<file path="src/rtl/ram_capture_pkg.sv">
// Shared types and default widths for the capture ring-buffer controller.
package ram_capture_pkg;

    typedef enum logic [2:0] {
        IDLE  = 3'd0,
        PRE   = 3'd1,
        ARMED = 3'd2,
        POST  = 3'd3,
        DUMP  = 3'd4
    } state_t;

    localparam int DEF_DATA_WIDTH = 8;
    localparam int DEF_ADDR_WIDTH = 4;

endpackage

</file>
<file path="src/rtl/ram_capture_rd_pipe.sv">
// Readout side of the capture buffer: issues one RAM read per free output slot
// and tracks the registered-read valid flag so the sink sees 1 sample/cycle.
module ram_capture_rd_pipe
    import ram_capture_pkg::*;
#(
    parameter int ADDR_WIDTH = DEF_ADDR_WIDTH
) (
    input  logic                  clk,
    input  logic                  rst,
    input  logic                  active,
    input  logic                  load,
    input  logic                  clear,
    input  logic [ADDR_WIDTH-1:0] load_ptr,
    input  logic                  out_ready,
    output logic                  rd_issue,
    output logic [ADDR_WIDTH-1:0] rd_addr,
    output logic                  out_valid,
    output logic                  last_hs
);

    localparam logic [ADDR_WIDTH:0]   DEPTH_W = {1'b1, {ADDR_WIDTH{1'b0}}};
    localparam logic [ADDR_WIDTH:0]   CNT_ONE = {{ADDR_WIDTH{1'b0}}, 1'b1};
    localparam logic [ADDR_WIDTH-1:0] PTR_ONE = {{(ADDR_WIDTH-1){1'b0}}, 1'b1};

    logic [ADDR_WIDTH-1:0] rd_ptr;
    logic [ADDR_WIDTH:0]   rd_left;

    // A read may be issued whenever the single output slot is empty or draining.
    assign rd_issue = active & (rd_left != '0) & (~out_valid | out_ready);
    assign rd_addr  = rd_ptr;
    assign last_hs  = active & out_valid & out_ready & (rd_left == '0);

    always_ff @(posedge clk) begin
        if (rst) begin
            rd_ptr    <= '0;
            rd_left   <= '0;
            out_valid <= 1'b0;
        end else if (clear) begin
            rd_left   <= '0;
            out_valid <= 1'b0;
        end else if (load) begin
            rd_ptr    <= load_ptr;
            rd_left   <= DEPTH_W;
            out_valid <= 1'b0;
        end else if (rd_issue) begin
            rd_ptr    <= rd_ptr + PTR_ONE;
            rd_left   <= rd_left - CNT_ONE;
            out_valid <= 1'b1;
        end else if (out_valid && out_ready) begin
            out_valid <= 1'b0;
        end
    end

endmodule

</file>
<file path="src/rtl/ram_capture_ctrl.sv">
// Pre/post-trigger capture ring buffer sequencer driving a synchronous sample RAM.
// Optional dropped-sample counter enabled by RAM_CAPTURE_CTRL_OVERRUN_EN.
//
// state | meaning
// IDLE  | waiting for start, samples dropped
// PRE   | filling the pre-trigger portion, trig ignored
// ARMED | circular writing, waiting for trig
// POST  | collecting the post-trigger portion
// DUMP  | streaming the frozen window out oldest-first
module ram_capture_ctrl
    import ram_capture_pkg::*;
#(
    parameter int DATA_WIDTH = DEF_DATA_WIDTH,
    parameter int ADDR_WIDTH = DEF_ADDR_WIDTH
) (
    input  logic                  clk,
    input  logic                  rst,
    input  logic                  start,
    input  logic                  abort,
    input  logic [ADDR_WIDTH-1:0] pre_cnt,
    input  logic                  trig,
    input  logic                  in_valid,
    input  logic [DATA_WIDTH-1:0] in_data,
    output logic                  ram_en,
    output logic                  ram_we,
    output logic [ADDR_WIDTH-1:0] ram_w_addr,
    output logic [DATA_WIDTH-1:0] ram_di,
    output logic [ADDR_WIDTH-1:0] ram_r_addr,
    input  logic [DATA_WIDTH-1:0] ram_dout,
    output logic                  out_valid,
    input  logic                  out_ready,
    output logic [DATA_WIDTH-1:0] out_data,
    output logic                  busy,
    output logic                  done
`ifdef RAM_CAPTURE_CTRL_OVERRUN_EN
    ,
    output logic [15:0]           overrun_cnt
`endif
);

    localparam logic [ADDR_WIDTH:0]   DEPTH_W = {1'b1, {ADDR_WIDTH{1'b0}}};
    localparam logic [ADDR_WIDTH:0]   CNT_ONE = {{ADDR_WIDTH{1'b0}}, 1'b1};
    localparam logic [ADDR_WIDTH-1:0] PTR_ONE = {{(ADDR_WIDTH-1){1'b0}}, 1'b1};

    state_t                state;
    logic [ADDR_WIDTH-1:0] wr_ptr;
    logic [ADDR_WIDTH-1:0] fill;
    logic [ADDR_WIDTH-1:0] pre_q;
    logic [ADDR_WIDTH-1:0] start_ptr;
    logic [ADDR_WIDTH:0]   post_left;

    logic                  wr_phase;
    logic                  in_dump;
    logic                  rd_issue;
    logic                  rd_last;
    logic                  rd_load;
    logic [ADDR_WIDTH-1:0] start_now;
    logic [ADDR_WIDTH-1:0] load_ptr;
    logic [ADDR_WIDTH:0]   post_init;
    logic [ADDR_WIDTH:0]   post_dec;

    assign wr_phase   = (state == PRE) | (state == ARMED) | (state == POST);
    assign in_dump    = (state == DUMP);
    assign ram_we     = in_valid & wr_phase;
    assign ram_en     = ram_we | rd_issue;
    assign ram_w_addr = wr_ptr;
    assign ram_di     = in_data;
    assign out_data   = ram_dout;
    assign busy       = (state != IDLE);

    assign start_now = wr_ptr - pre_q;
    assign post_init = DEPTH_W - {1'b0, pre_q};
    assign post_dec  = {{ADDR_WIDTH{1'b0}}, in_valid};

    // The trig-cycle sample counts as post data, so a window with one post slot
    // can go straight from ARMED to DUMP.
    assign rd_load  = ~abort & (((state == ARMED) & trig & in_valid & (post_init == CNT_ONE)) |
                                ((state == POST) & in_valid & (post_left == CNT_ONE)));
    assign load_ptr = (state == ARMED) ? start_now : start_ptr;

    ram_capture_rd_pipe #(
        .ADDR_WIDTH (ADDR_WIDTH)
    ) u_rd_pipe (
        .clk       (clk),
        .rst       (rst),
        .active    (in_dump),
        .load      (rd_load),
        .clear     (abort),
        .load_ptr  (load_ptr),
        .out_ready (out_ready),
        .rd_issue  (rd_issue),
        .rd_addr   (ram_r_addr),
        .out_valid (out_valid),
        .last_hs   (rd_last)
    );

    always_ff @(posedge clk) begin
        if (rst) begin
            state     <= IDLE;
            wr_ptr    <= '0;
            fill      <= '0;
            pre_q     <= '0;
            start_ptr <= '0;
            post_left <= '0;
            done      <= 1'b0;
        end else begin
            done <= 1'b0;
            if (ram_we) begin
                wr_ptr <= wr_ptr + PTR_ONE;
            end
            if (abort) begin
                state <= IDLE;
            end else begin
                case (state)
                    IDLE: begin
                        if (start) begin
                            wr_ptr <= '0;
                            fill   <= '0;
                            pre_q  <= pre_cnt;
                            state  <= (pre_cnt == '0) ? ARMED : PRE;
                        end
                    end
                    PRE: begin
                        if (in_valid) begin
                            fill <= fill + PTR_ONE;
                            if (fill + PTR_ONE == pre_q) begin
                                state <= ARMED;
                            end
                        end
                    end
                    ARMED: begin
                        if (trig) begin
                            start_ptr <= start_now;
                            post_left <= post_init - post_dec;
                            state     <= rd_load ? DUMP : POST;
                        end
                    end
                    POST: begin
                        if (in_valid) begin
                            post_left <= post_left - CNT_ONE;
                            if (post_left == CNT_ONE) begin
                                state <= DUMP;
                            end
                        end
                    end
                    DUMP: begin
                        if (rd_last) begin
                            done  <= 1'b1;
                            state <= IDLE;
                        end
                    end
                    default: state <= IDLE;
                endcase
            end
        end
    end

`ifdef RAM_CAPTURE_CTRL_OVERRUN_EN
    logic drop;
    assign drop = in_valid & ((state == IDLE) | (state == DUMP));

    always_ff @(posedge clk) begin
        if (rst) begin
            overrun_cnt <= '0;
        end else if (!abort && (state == IDLE) && start) begin
            overrun_cnt <= '0;
        end else if (drop && (overrun_cnt != 16'hFFFF)) begin
            overrun_cnt <= overrun_cnt + 16'd1;
        end
    end
`endif

endmodule
</file>
<file path="config.mk">
export PLATFORM = sky130hd
export DESIGN_NAME = ram_capture_ctrl
export DESIGN_NICKNAME = d
export VERILOG_FILES = /design/src/rtl/ram_capture_pkg.sv /design/src/rtl/ram_capture_rd_pipe.sv /design/src/rtl/ram_capture_ctrl.sv
export SDC_FILE = /design/constraint.sdc
export NUM_CORES = 1
export LEC_CHECK = 0
export CAP_MARGIN = 15
export CORE_MARGIN = 2
export CORE_UTILIZATION = 30
export DETAILED_ROUTE_END_ITERATION = 8
export GPL_ROUTABILITY_DRIVEN = 0
export GPL_TIMING_DRIVEN = 0
export PLACE_DENSITY = 0.61
export SLEW_MARGIN = 10
export SYNTH_ARGS = -nofsm -noshare
export SYNTH_HDL_FRONTEND = slang
export SYNTH_HIERARCHICAL = 1
export SYNTH_SLANG_ARGS = --single-unit
</file>
<file path="constraint.sdc">
create_clock -name clk -period 3.31 [get_ports clk]
set_clock_uncertainty 0.2 [all_clocks]
set_input_delay 0.662 -clock clk [delete_from_list [all_inputs] [get_ports clk]]
set_output_delay 0.662 -clock clk [all_outputs]
set_load 0.01 [all_outputs]
</file>
== Word level (Yosys, flattened, before mapping) ==
Cells that the tools add are included.

* Equal/unequal tests: 14
* Bitwise operators: 20
* Mux-type cells: 28
* Add/subtract/negate cells: 8
* Reductions and logical operators: 19

{| class="wikitable"
|+ Operators with widths
! cell !! count
|-
| $mux W4 || 9
|-
| $mux W3 || 8
|-
| $mux W5 || 4
|-
| $pmux W3 S5 || 1
|-
| $add A4 B1 Y4 const B || 3
|-
| $and A1 B1 Y1 || 12
|-
| $eq A5 B1 Y1 const B || 2
|-
| $ne A2 B2 Y1 const B || 5
|-
| $pmux W5 S2 || 1
|-
| $sub A5 B1 Y5 const B || 2
|-
| $pmux W4 S2 || 1
|-
| $reduce_and A4 Y1 || 2
|-
| $reduce_bool A2 Y1 || 4
|-
| $reduce_and A7 Y1 || 1
|-
| $eq A3 B2 Y1 const B || 2
|-
| $reduce_and A3 Y1 || 2
|-
| $reduce_or A3 Y1 || 2
|-
| $logic_not A5 Y1 || 1
|-
| $or A1 B1 Y1 || 5
|-
| $reduce_bool A5 Y1 || 1
|-
| $sub A5 B1 Y5 || 1
|-
| $sub A5 B4 Y5 const A || 1
|-
| $eq A4 B4 Y1 || 1
|-
| $logic_not A4 Y1 || 1
|-
| other kinds (12) || 17
|}

* Bits of input ports: 27
* Flip-flop bits (word level): 35
* Output and inout port bits: 29

== Logic depth before layout (Yosys ltp) ==
* Depth in word-level cells: 9
* Mapped depth: 11

== Modules after synthesis ==
Netlist, hierarchy kept.

{| class="wikitable"
|+ By module, submodules not included
! module !! sequential area each (um2) !! cells an instance !! area an instance (um2) !! instances
|-
| ram_capture_ctrl || 500.5 || 233 || 1896.8 || 1
|-
| ram_capture_rd_pipe || 200.2 || 63 || 540.5 || 1
|}

== Least setup slack after synthesis ==
No wires, ideal clock.

* Path kind: register to output
* Start point: register u_rd_pipe.rd_left[0]
* End point: output ram_en
* Setup slack: 763 ps
* Stages on the path, launching flop included: 8
* Data required time: 2448 ps
* Arrival: 1685 ps
* Cell sequence: dfxtp_1 > inv_1 > ha_1 > or4b_1 > buf_2 > and3_1 > buf_6 > or2_2

* Cells in the longest elaborated chain, start to end: 4

{| class="wikitable"
|+ Ends and longest elaborated chain
! element !! line !! RTL
|-
| from (decl) || ram_capture_rd_pipe.sv:26 || <nowiki>logic [ADDR_WIDTH:0] rd_left;</nowiki>
|-
| from (signal assigned) || ram_capture_rd_pipe.sv:47 || <nowiki>rd_left <= rd_left - CNT_ONE;</nowiki>
|-
| $reduce_bool A5 Y1 || ram_capture_rd_pipe.sv:29 || <nowiki>assign rd_issue = active & (rd_left != '0) & (~out_valid | out_ready);</nowiki>
|-
| $and A1 B1 Y1 (2 in a row) || ram_capture_rd_pipe.sv:29 ||
|-
| net rd_issue || ram_capture_ctrl.sv:54 || <nowiki>logic rd_issue;</nowiki>
|-
| $or A1 B1 Y1 || ram_capture_ctrl.sv:65 || <nowiki>assign ram_en = ram_we | rd_issue;</nowiki>
|-
| to (decl) || ram_capture_ctrl.sv:24 || <nowiki>output logic ram_en,</nowiki>
|}

The timed path passes the listed nets, and every way through them passes these cells.

== Worst setup path after layout ==
Ends and elaborated chain as after synthesis.

==> impl_metrics.csv <==
group,metric,value,unit
clock_tree,root_buffer,"clkbuf_8",
yosys,synthCells,296,
clock_tree,hold_buffers,0,
critical_path,r2r_slack,0.43,ns
critical_path,critPathKind,"register to output port",
critical_path,cp_max_fo,6,
critical_path,critPathLaunchType,"register",
grt,globalRouteTotalUtil,13.7,%
grt,overflow,0,
yosys,synth_edf_count,0,
critical_path,critical_path.reg2reg.endpoint,"u_rd_pipe/rd_addr[2]",
detailed_routing,drc,0,
layout,final_util,39.2,%
clock_tree,ctsLongestPathBuffers,2,
timing,max_freq,0.313,GHz
clock_tree,clk_pin_slew,0.08,ns
yosys,synth_area_leaders,"dfxtp_1 (29%), ha_1 (6.7%), buf_4 (4.9%)",
yosys,yosys.area.top_type_share,28.7,%
power,power,0.986,mW
clock_tree,cts.sinks,35,
layout,nNetsFinal,383,
clock_tree,htree_num_levels,2,
floorplan,die_x,94.1,µm
floorplan,ios,56,
detailed_routing,drt_first_pass_iters,4,
timing,relSlewSlack,54.5,%
detailed_routing,vias,2222,
critical_path,rr_startpoint,"pre_q[1]",
floorplan,start_util,31.2,%
timing,timing.final.crit_share,96.5,%
layout,drive_gt1_share,15.5,%
layout,fin_area,3060,µm²
clock_tree,tritoncts,"yes",
timing,whs,0.261,ns
grt,grt_pass1_wl,9720,µm
yosys,netlist_area,2440,µm²
timing,slew_viol_final,0,
critical_path,end_kind,"output port",
timing,finalSetupViolCount,0,
run_status,status,"completed",
layout,layout_commonest_cell,"clkdlybuf4s50_1",
floorplan,die_h,94.1,µm
yosys,ys_warn_count,6,
min_path,min-delay-start,"start_ptr[3]",
placement,post-dp-hpwl,4400,µm
power,leakage,1.12,nW
floorplan,die-area,8860,µm²
layout,fill_cells,785,
min_path,hp-class,"register to register",
timing,tightest_slew,0.677,ns
timing,rsz0062_at_grt,"false",
min_path,min_delay_path_depth,2,
power,powerDensity,322,nW/µm²
timing,fin_crit,3.19,ns
clock_tree,insertion_delay,0.30,ns
yosys,synth_area_leader_cell,"dfxtp_1",
yosys,ys_seq_area_share,28.7,%
yosys,synth.distinct_cells,62,
timing,finalHoldViolations,0,
detailed_routing,wirelength,5710,µm
min_path,worstHoldEndpoint,"start_ptr[3]",
placement,pre_cts_slack,-0.0272,ns
detailed_routing,wl_per_cell,12.8,µm
critical_path,cp_top_family,"simple AND/OR/NAND/NOR gates",
yosys,synthesis.nets,337,
detailed_routing,via_per_inst,4.99,
critical_path,critPathSlowestCell,"or4b_1",
layout,syn_to_final_growth,25.7,%
critical_path,cp_slowest_stage_delay,0.43,ns
detailed_routing,ant_nets,0,
job,drv_cap,0,
layout,multi_input_area,1470,µm²
critical_path,crit_chain,"inv_1 -> ha_1 -> or4b_1 -> buf_2 -> and3_1 -> buf_6 -> or2_2 -> dlygate4sd2_1",
floorplan,coreArea,7810,µm²
timing,setup_ws,0.116,ns
yosys,synth_seq_cells,35,
critical_path,critPathBufInv,4,
critical_path,required,2.45,ns
clock_tree,post-cts-setup-buffer-count,0,
yosys,avgSynthCellArea,8.23,µm²
layout,final_cell_mix,"clkdlybuf4s50_1 (38), dfxtp_1 (35), nor2_1 (28)",
layout,regArea,701,µm²
grt,antenna_found_initial,0,
clock_tree,cts_buffers,5,
detailed_routing,drtIter0Drc,132,
critical_path,critPathArrivalTime,2.33,ns
placement,placed_area,2960,µm²
grt,grt_pass1_vias,2097,
critical_path,r2r_cells,11,
yosys,synthFlopType,"dfxtp_1",
yosys,async_flop_share,0,%
grt,grt_max_degree,12,
floorplan,std_cell_rows,32,
layout,n_antenna_cell,0,
placement,io_buffers,39,
power,peakVddDrop,0.000151,V
-- per-stage QoR --
stage / std cells / setup TNS (ns)
after floorplan: 296 / 0
after global routing: 445 / 0
after global placement: 437 / -0.0489
final: 445 / 0
after detailed placement: 437 / -0.0272
after CTS: 445 / 0
-- worst register-to-register path, stage by stage, from the launching register on --
cell	delay, ns
dfxtp_1	0.52
inv_1	0.14
ha_1	0.27
nand2b_1	0.17
o21ai_1	0.21
a32oi_1	0.16
nor2_1	0.22
clkbuf_1	0.40
nor3b_1	0.09
a21oi_1	0.13
nor2_1	0.05
a32o_1	0.21
-- Yosys cell counts, types with 2 or more instances --
library cell / n
and2_1: 4
nor2b_1: 5
a21oi_2: 2
mux2i_1: 4
a32oi_1: 2
o41ai_1: 2
and3_1: 3
nand2_1: 26
nor3_1: 14
ha_1: 13
o21ai_0: 8
a21oi_1: 19
dfxtp_1: 35
nor3b_2: 3
a211oi_1: 6
nand3_1: 4
nand4_1: 4
nor3b_1: 2
or3b_1: 2
or3_4: 2
buf_4: 16
nor4_1: 2
nor2_1: 28
o21bai_1: 2
buf_2: 3
mux2_2: 2
nand2b_1: 8
inv_1: 13
o31a_1: 2
clkbuf_1: 4
or3_1: 3
o22ai_1: 2
buf_6: 5
xor2_1: 7
o21ai_2: 2
xnor2_1: 11
-- how the worst max path moves through the flow --
| stage | startpoint | to | slack, ns | cells past startpoint |
|---|---|---|---|---|
| global placement | in_valid | ram_en | -0.05 | 4 |
| detailed placement | in_valid | ram_en | -0.03 | 4 |
| global route | u_rd_pipe/rd_left[0] | ram_en | 0.02 | 8 |
| finish | u_rd_pipe/rd_left[0] | ram_en | 0.12 | 8 |
| CTS | in_valid | ram_we | 0.06 | 3 |
| floorplan | u_rd_pipe/rd_left[0] | ram_en | 0.76 | 7 |
-- kinds of logic after synthesis --
family | after synthesis | synth area share [%]
adder cells (fa/ha/maj) | 14 | 7.50
buffers and inverters | 43 | 11.1
multiplexers | 6 | 2.57
AO/OA/AOI/OAI | 60 | 16.9
XOR/XNOR | 18 | 6.47
AND/OR/NAND/NOR | 120 | 26.6
flip-flops | 35 | 28.7
-- report_power, final --
| part | internal (mW) | switching, mW |
|---|---|---|
| Clock | 0.189 | 0.168 |
| Sequential | 0.427 | 0.00792 |
| Combinational | 0.101 | 0.0934 |
-- registers in the layout, indices dropped and copies added (netlist names) --
signal,cells
post_left,5
ram_w_addr,4
done,1
u_rd_pipe/rd_addr,4
start_ptr,4
fill,4
state,3
pre_q,4
u_rd_pipe/out_valid,1
u_rd_pipe/rd_left,5
-- final cells by class --
class	count	share of cell area [%]
flip-flops and latches	35	22.9
plain buffers	30	7.27
inverters	13	1.59
multi-input cells	218	48.0
clock buffers	7	3.14
clock inverters	1	0.245
repair buffers	39	12.7
well taps	102	4.16
-- timing repair --
| action | in CTS | in global routing |
|---|---|---|
| gates cloned | 0 | 0 |
| gates resized for setup | 1 | 1 |
| setup endpoints to repair | 1 | 1 |
-- routing by layer --
metal	vias up	GRT usage, %	share of wire [%]
met5	-	0	0
met4	0	4.23	1.2
met3	6	2.81	5.0
met2	65	22.0	44
met1	1037	18.3	50
li1	1114	-	-
Note: power is estimated with default switching activity, not from simulation.
